===== src/rtl/filter_arbiter.sv =====
// filter_arbiter: round-robin reader of the filter output buffers feeding the force pipeline.
// Issues one-hot reads, captures the returned {r2,dx,dy,dz} entry a cycle later and counts deliveries.
module filter_arbiter #(
    parameter int NUM_FILTER  = 4,
    parameter int SEL_WIDTH   = 2,
    parameter int DATA_WIDTH  = 32,
    parameter int COUNT_WIDTH = 16
) (
    input  logic                               clk,
    input  logic                               rst,
    input  logic [NUM_FILTER-1:0]              filter_empty,
    input  logic [NUM_FILTER*4*DATA_WIDTH-1:0] filter_rd_data,
    output logic [NUM_FILTER-1:0]              filter_rd_en,
    input  logic                               force_ready,
    input  logic                               count_clr,
    output logic                               out_valid,
    output logic [DATA_WIDTH-1:0]              r2,
    output logic [DATA_WIDTH-1:0]              dx,
    output logic [DATA_WIDTH-1:0]              dy,
    output logic [DATA_WIDTH-1:0]              dz,
    output logic [SEL_WIDTH-1:0]               out_sel,
    output logic                               idle,
    output logic [COUNT_WIDTH-1:0]             out_count
);
    logic [SEL_WIDTH-1:0]  rr_ptr, pend_sel, grant, idx;
    logic [NUM_FILTER-1:0] last_grant, eligible;
    logic                  pend_valid, found, issue;

    // last_grant masks a buffer whose empty flag has not yet caught up with its previous read
    assign eligible = ~filter_empty & ~last_grant;

    // descending scan so the eligible index closest to rr_ptr wins
    always_comb begin
        grant = '0;
        found = 1'b0;
        idx   = '0;
        for (int k = NUM_FILTER - 1; k >= 0; k--) begin
            idx = rr_ptr + SEL_WIDTH'(k);
            if (eligible[idx]) begin
                grant = idx;
                found = 1'b1;
            end
        end
    end

    assign issue        = rst & force_ready & found;
    assign filter_rd_en = issue ? NUM_FILTER'(1) << grant : '0;
    assign idle         = (&filter_empty) & ~pend_valid & ~out_valid;

    always_ff @(posedge clk or negedge rst) begin
        if (!rst) begin
            rr_ptr     <= '0;
            last_grant <= '0;
            pend_valid <= 1'b0;
            pend_sel   <= '0;
            out_valid  <= 1'b0;
            r2         <= '0;
            dx         <= '0;
            dy         <= '0;
            dz         <= '0;
            out_sel    <= '0;
            out_count  <= '0;
        end else begin
            last_grant <= filter_rd_en;
            pend_valid <= issue;
            if (issue) begin
                rr_ptr   <= grant + 1'b1;
                pend_sel <= grant;
            end
            out_valid <= pend_valid;
            if (pend_valid) begin
                {r2, dx, dy, dz} <= filter_rd_data[pend_sel*4*DATA_WIDTH +: 4*DATA_WIDTH];
                out_sel          <= pend_sel;
            end
            out_count <= count_clr ? '0 : out_count + COUNT_WIDTH'(out_valid);
        end
    end
endmodule


===== config.mk =====
export PLATFORM = sky130hd
export DESIGN_NAME = filter_arbiter
export DESIGN_NICKNAME = d
export VERILOG_FILES = /design/src/rtl/filter_arbiter.sv
export SDC_FILE = /design/constraint.sdc
export NUM_CORES = 1
export LEC_CHECK = 0
export ABC_AREA = 1
export CAP_MARGIN = 20
export CORE_AREA = 4 4 258 260
export DETAILED_ROUTE_END_ITERATION = 8
export DIE_AREA = 0 0 262 264
export HOLD_SLACK_MARGIN = 0.02
export PLACE_DENSITY = 0.44
export RECOVER_POWER = 100
export SETUP_SLACK_MARGIN = 0.05
export SLEW_MARGIN = 20
export SYNTH_ARGS = -nofsm -noshare
export SYNTH_HDL_FRONTEND = slang
export SYNTH_SLANG_ARGS = --single-unit
export TNS_END_PERCENT = 30

===== constraint.sdc =====
create_clock -name clk -period 4.03 [get_ports clk]
set_input_delay 0.6045 -clock clk [delete_from_list [all_inputs] [get_ports clk]]
set_output_delay 0.6045 -clock clk [all_outputs]
set_load 0.02 [all_outputs]

# Word-level counts from Yosys, hierarchy flattened

Index checks and enable logic that the tools add are counted.

Reductions and logical operators: 1
Multiplexer cells: 18
Magnitude comparators: 4
Shifts and indexed selects: 2
Add/sub/neg operators: 5
Bitwise operators: 9

Operator list:

| cell                                                       | number |
|---|---|
| variable part select 512 x 10 -> 128 bit                   | 1 |
| adder 16 x 1 -> 16 bit                                     | 1 |
| 2-to-1 mux 16 bit                                          | 1 |
| less-than comparator 2 x 3 -> 1 bit, second input constant | 4 |
| binary-select mux 1 bit (select 2 bit)                     | 4 |
| 2-to-1 mux 1 bit                                           | 8 |
| 2-to-1 mux 2 bit                                           | 4 |
| NOT 4 bit                                                  | 2 |
| adder 2 x 1 -> 2 bit, second input constant                | 2 |
| adder 2 bit, second input constant                         | 2 |
| bitwise AND 1 bit                                          | 4 |
| bitwise AND 4 bit                                          | 1 |
| 2-to-1 mux 4 bit                                           | 1 |
| AND reduction 4 bit                                        | 1 |
| left shift 1 x 2 -> 4 bit, first input constant            | 1 |
| NOT 1 bit                                                  | 2 |

Word-level logic and storage cells: 50
Output and inout bits: 152
Input port bits: 520
Register bits: 156

# Longest topological paths before layout

Word-level depth: 10
Mapped depth: 12
Depth with buffers taken out: 11

# Worst setup path after synthesis

Ideal clock, no wire load.

Path type: input-to-output
Start point: input port filter_empty[1]
End point: output port filter_rd_en[0]
Data required time: 3.425 ns
Setup slack: 1.750 ns
Stages on the path: 9
Data arrival time: 1.675 ns
Cells stage by stage: nor2_1 nand2_1 nand2_1 nand2_1 nand2_1 nor2_2 a21oi_4 nand3_1 nor2_1

Word-level cells in the longest chain between the ends: 10
Elaborated cells on any way between the ends: 21
Classes of those cells: shift (1); mux (17); bitwise (3)

Ends and longest elaborated chain:

| item                                   | line | text |
|---|---|---|
| from (decl)                            | 11   | `input logic [NUM_FILTER-1:0] filter_empty,` |
| NOT 4 bit *                            | 30   | `assign eligible = ~filter_empty & ~last_grant;` |
| bitwise AND 4 bit *                    | 30   |  |
| binary-select mux 1 bit (select 2 bit) | 39   | `if (eligible[idx]) begin` |
| 2-to-1 mux 1 bit (implied by the code) | 39   |  |
| 2-to-1 mux 1 bit (3 in a row)          | 39   |  |
| 2-to-1 mux 1 bit *                     | 39   |  |
| bitwise AND 1 bit *                    | 46   | `assign issue = rst & force_ready & found;` |
| net issue                              | 27   | `logic pend_valid, found, issue;` |
| 2-to-1 mux 4 bit *                     | 47   | `assign filter_rd_en = issue ? NUM_FILTER'(1) << grant : '0;` |
| to (decl)                              | 13   | `output logic [NUM_FILTER-1:0] filter_rd_en,` |

The timed path passes the listed nets; every way through them passes the cells marked *. The select of a mux whose other input is x is not followed.

# Worst setup path in the final report

Same ends and word-level chain as after synthesis.

==> summary.md <==
| Metric | Value |
|---|---|
| Status | complete, but fails checks |
| Violations in the final reports | capacitance limit, slew limit |
| H-tree lvl count | 4 |
| I/O pin count | about 670 |
| Clock root buffer master | sky130_fd_sc_hd__clkbuf_16 |
| Portion of total power attributed to combinational logic | 0.581 |
| Switching share of power | 0.480 |
| Compound-gate portion of the synthesized area | 0.228 |
| Placed standard-cell area | 17100 sq um |
| Leakage power summed over all cells | just under 7 nW |
| Syn Std Cell Area | ~9700 sq um |
| Internal Pwr Total | 5.55 mW |
| Fraction of the cycle the final worst path needs | 0.903 |
| Sequential fraction of design power | 0.256 |
| Maximum clock frequency | about 0.27 GHz |
| Clock-pin slew of the registers on the worst-case setup and hold paths | ~70 ps |
| Clock Sink Count | roughly 160 |
| Average instance area after synthesis | between 6 and 7 sq um |
| DRC violation count after routing | 0 |
| Count of final setup violators | 0 |
| Power dissipated by switching net loads | between 5 and 6 mW |
| CTS Buf Count | 17 |
| Global-route wire length before repair | around 80000 um |
| Antenna-violating nets left | 0 |
| Fraction of final layout cells with drive strength greater than 1 | 0.0307 |
| Unique cell type count in the Yosys netlist | 30 |
| Fin cells | 2911 |
| Post-route design area | around 18000 sq um |
| Violation count after the first detailed-route iteration | 568 |
| Gr usage total | 0.155 |
| Final worst clock skew | 9.10 ps |
| Worst-path fanout max | 10 |
| Unrepaired setup endpoints after global routing | false |
| Via total after detailed routing | between 10000 and 15000 |
| Final slew viol count | approximately 140 |
| Final hold vios | 0 |
| Number of placement rows | just over 90 |
| Nets in the synthesized netlist | 1963 |
| Std-Cell Core Area | ~64000 sq um |
| HPWL after DPL | 42600 um |
| Slew at the pin closest to its max-slew limit | 2270 ps |
| Routed wire length | approximately 56000 um |
| Cells after DPL | 2875 |
| Worst hold path class | in2async |
| Net count, final | 2562 |
| Simple-Gate Fraction of Synth Area | 0.292 |
| Clock network fraction of total power | 0.163 |
| Category of the worst setup path capture point | output port |
| Critical Path Start Type | input port |
| CTS tree | yes |
| Share of the core filled with cells in the final layout | 0.276 |
| Share of synthesized cell area in full adder, half adder and majority cells | 0.00259 |
| Cell count after synthesis | approximately 1400 |
| GRT Residual Overflow | 0 |
| Worst Path Arrival | 3040 ps |
| Synthesis-to-layout area growth | 82.8% |
| Mean routed wirelength per cell | between 15 and 20 um |
| Xor-xnor portion of the synthesized cell area | 0.00272 |
| Remaining max-slew budget at the tightest pin | -0.512 |
| Effective utilization at floorplan | 0.151 |
| Number of antenna violations at the first check in global routing | 9 |
| Number of buffer cells added on primary ports | roughly 670 |
| Number of register bits inferred by synthesis | roughly 160 |
| Path type of the worst setup path | in2out |
| Clk_lat worst skew | around 480 ps |
| Data required time at the worst endpoint | 3430 ps |
| Initial DRT Pass Iterations | 5 |
| Dominant combinational cell family by area after synthesis | simple AND/OR/NAND/NOR gates |
| Max-capacitance violation count | 3 |
| Clock period minus worst slack | 3640 ps |
| Via density per instance | roughly 4.2 |
| Sequential element share of the synthesized area | 0.403 |
| Post-route setup TNS | 0 ps |
| Maximum number of pins on one net before global-route repair | 128 |
| Yosys synthesis warning count | 0 |
| Final weighted congestion of routability-driven global placement | 0.888 |
| Die Y | 264 um |
| Area of the die | 69200 sq um |
| Post-Route Hold Slack | approximately 510 ps |
| Number of global-route vias before repair | approximately 12000 |
| Peak supply drop | ~0.29 mV |
| Max Root-Sink Buffers | 2 |
| Die span in x | roughly 260 um |
| Proportion of synthesized area in mux cells | 0 |
| PwrDens | between 600 and 700 nW/um^2 |
==> synthesized netlist by cell type <==
master,count,area [sq um]
sky130_fd_sc_hd__a21oi_1,7,35.0
sky130_fd_sc_hd__a21oi_4,1,16.3
sky130_fd_sc_hd__a31oi_1,129,807
sky130_fd_sc_hd__and3_1,1,6.26
sky130_fd_sc_hd__buf_1,1,3.75
sky130_fd_sc_hd__buf_2,23,115
sky130_fd_sc_hd__buf_4,8,60.1
sky130_fd_sc_hd__buf_6,12,135
sky130_fd_sc_hd__buf_8,1,15.0
sky130_fd_sc_hd__clkbuf_1,69,259
sky130_fd_sc_hd__dfrtp_1,156,3900
sky130_fd_sc_hd__ha_1,2,25.0
sky130_fd_sc_hd__inv_1,21,78.8
sky130_fd_sc_hd__inv_2,3,11.3
sky130_fd_sc_hd__inv_6,1,8.76
sky130_fd_sc_hd__nand2_1,50,188
sky130_fd_sc_hd__nand2_2,1,6.26
sky130_fd_sc_hd__nand3_1,8,40.0
sky130_fd_sc_hd__nand3_2,1,10.0
sky130_fd_sc_hd__nand3b_1,1,7.51
sky130_fd_sc_hd__nand4_1,3,18.8
sky130_fd_sc_hd__nor2_1,656,2460
sky130_fd_sc_hd__nor2_2,3,18.8
sky130_fd_sc_hd__nor3_1,6,30.0
sky130_fd_sc_hd__nor3_2,3,30.0
sky130_fd_sc_hd__nor4_1,2,12.5
sky130_fd_sc_hd__o21ai_0,230,1150
sky130_fd_sc_hd__o21ai_1,39,195
sky130_fd_sc_hd__xnor2_1,2,17.5
sky130_fd_sc_hd__xor2_1,1,8.76
==> layout make-up <==
type                       count  area [sq um]
antenna                        3          7.51
clock buffer                  17           425
clock inverter                15           169
fill                        7030         46400
inverter                      25           104
multi-input combinational   1146          5060
sequential                   156          3910
tap                          855          1070
timing repair buffer         694          6940
==> cells by family (layout without fill, tap and decap cells) <==
| family | after synthesis | in the layout |
|---|---|---|
| flip-flops | 156 | 156 |
| XOR/XNOR | 3 | 3 |
| other | 0 | 3 |
| AND/OR/NAND/NOR | 735 | 735 |
| AO/OA/AOI/OAI | 406 | 406 |
| buffers and inverters | 139 | 751 |
| adder cells (fa/ha/maj) | 2 | 2 |
==> final timing paths <==
path,startpoint,to,slack [ps],depth (start not counted)
setup / recovery,filter_empty[1],filter_rd_en[0],390,11
hold / removal,rst,dx[5],510,2
setup reg to reg,pend_sel[1],dy[21],450,5
hold reg to reg,out_sel[1],out_sel[1],510,2
max in group asynchronous,rst,r2[9],660,4
min in group clk,out_sel[1],out_sel[1],510,2
==> metal layers <==
layer  routed length, um  GRT usage  vias up
li1                    -          -     6002
met1               22000      0.175     5647
met2               28400      0.279      486
met3                4680     0.0481       60
met4                1260     0.0489       10
met5                  63          0        -
==> through the flow <==
step | setup slack [ps] | power [mW]
2_1_floorplan | 1750 | 6.33
3_3_place_gp | 578 | 9.34
3_5_place_dp | 561 | 9.35
4_1_cts | 539 | 11.2
5_1_grt | 158 | 11.6
6_report | 390 | 10.7
==> layout by cell type (no fill, tap or decap), types with 15 or more instances in the layout <==
| cell type | instances |
|---|---|
| sky130_fd_sc_hd__nor2_1 | 659 |
| sky130_fd_sc_hd__buf_4 | 15 |
| sky130_fd_sc_hd__nand2_1 | 50 |
| sky130_fd_sc_hd__a31oi_1 | 129 |
| sky130_fd_sc_hd__clkdlybuf4s50_1 | 517 |
| sky130_fd_sc_hd__o21ai_0 | 254 |
| sky130_fd_sc_hd__dfrtp_1 | 153 |
| sky130_fd_sc_hd__inv_1 | 22 |
| sky130_fd_sc_hd__o21ai_1 | 15 |
| sky130_fd_sc_hd__clkbuf_16 | 17 |
| sky130_fd_sc_hd__dlygate4sd3_1 | 154 |
==> sequential cells by signal, indices dropped and copies added (netlist names) <==
| signal | count |
|---|---|
| dx | 32 |
| dy | 32 |
| dz | 32 |
| last_grant | 4 |
| out_count | 16 |
| out_sel | 2 |
| out_valid | 1 |
| pend_sel | 2 |
| pend_valid | 1 |
| r2 | 32 |
| rr_ptr | 2 |
==> power by group through the flow <==
stage | Combinational, mW | Sequential (mW) | Clock [mW]
detailed placement | 6.55 | 2.80 | 0
floorplan | 2.99 | 3.34 | 0
global placement | 6.55 | 2.79 | 0
finish | 6.21 | 2.74 | 1.74
global route | 6.85 | 2.84 | 1.88
CTS | 6.57 | 2.78 | 1.83
==> critical path: stages <==
cell,delay (ps)
sky130_fd_sc_hd__dlygate4sd3_1,600
sky130_fd_sc_hd__nor2_1,190
sky130_fd_sc_hd__nand2_1,70
sky130_fd_sc_hd__nand2_1,80
sky130_fd_sc_hd__nand2_1,70
sky130_fd_sc_hd__nand2_1,90
sky130_fd_sc_hd__nor2_1,70
sky130_fd_sc_hd__a21oi_4,240
sky130_fd_sc_hd__nand3_1,140
sky130_fd_sc_hd__nor2_1,140
sky130_fd_sc_hd__dlygate4sd3_1,730
==> what timing repair did <==
item                                   CTS  global route
endpoints found under the hold margin    6             0
resized for setup                        0             0
buffers inserted                         0             0
setup endpoints to repair                0             0
hold buffers                             1             0
No activity file was read; power rests on OpenSTA's default activity.
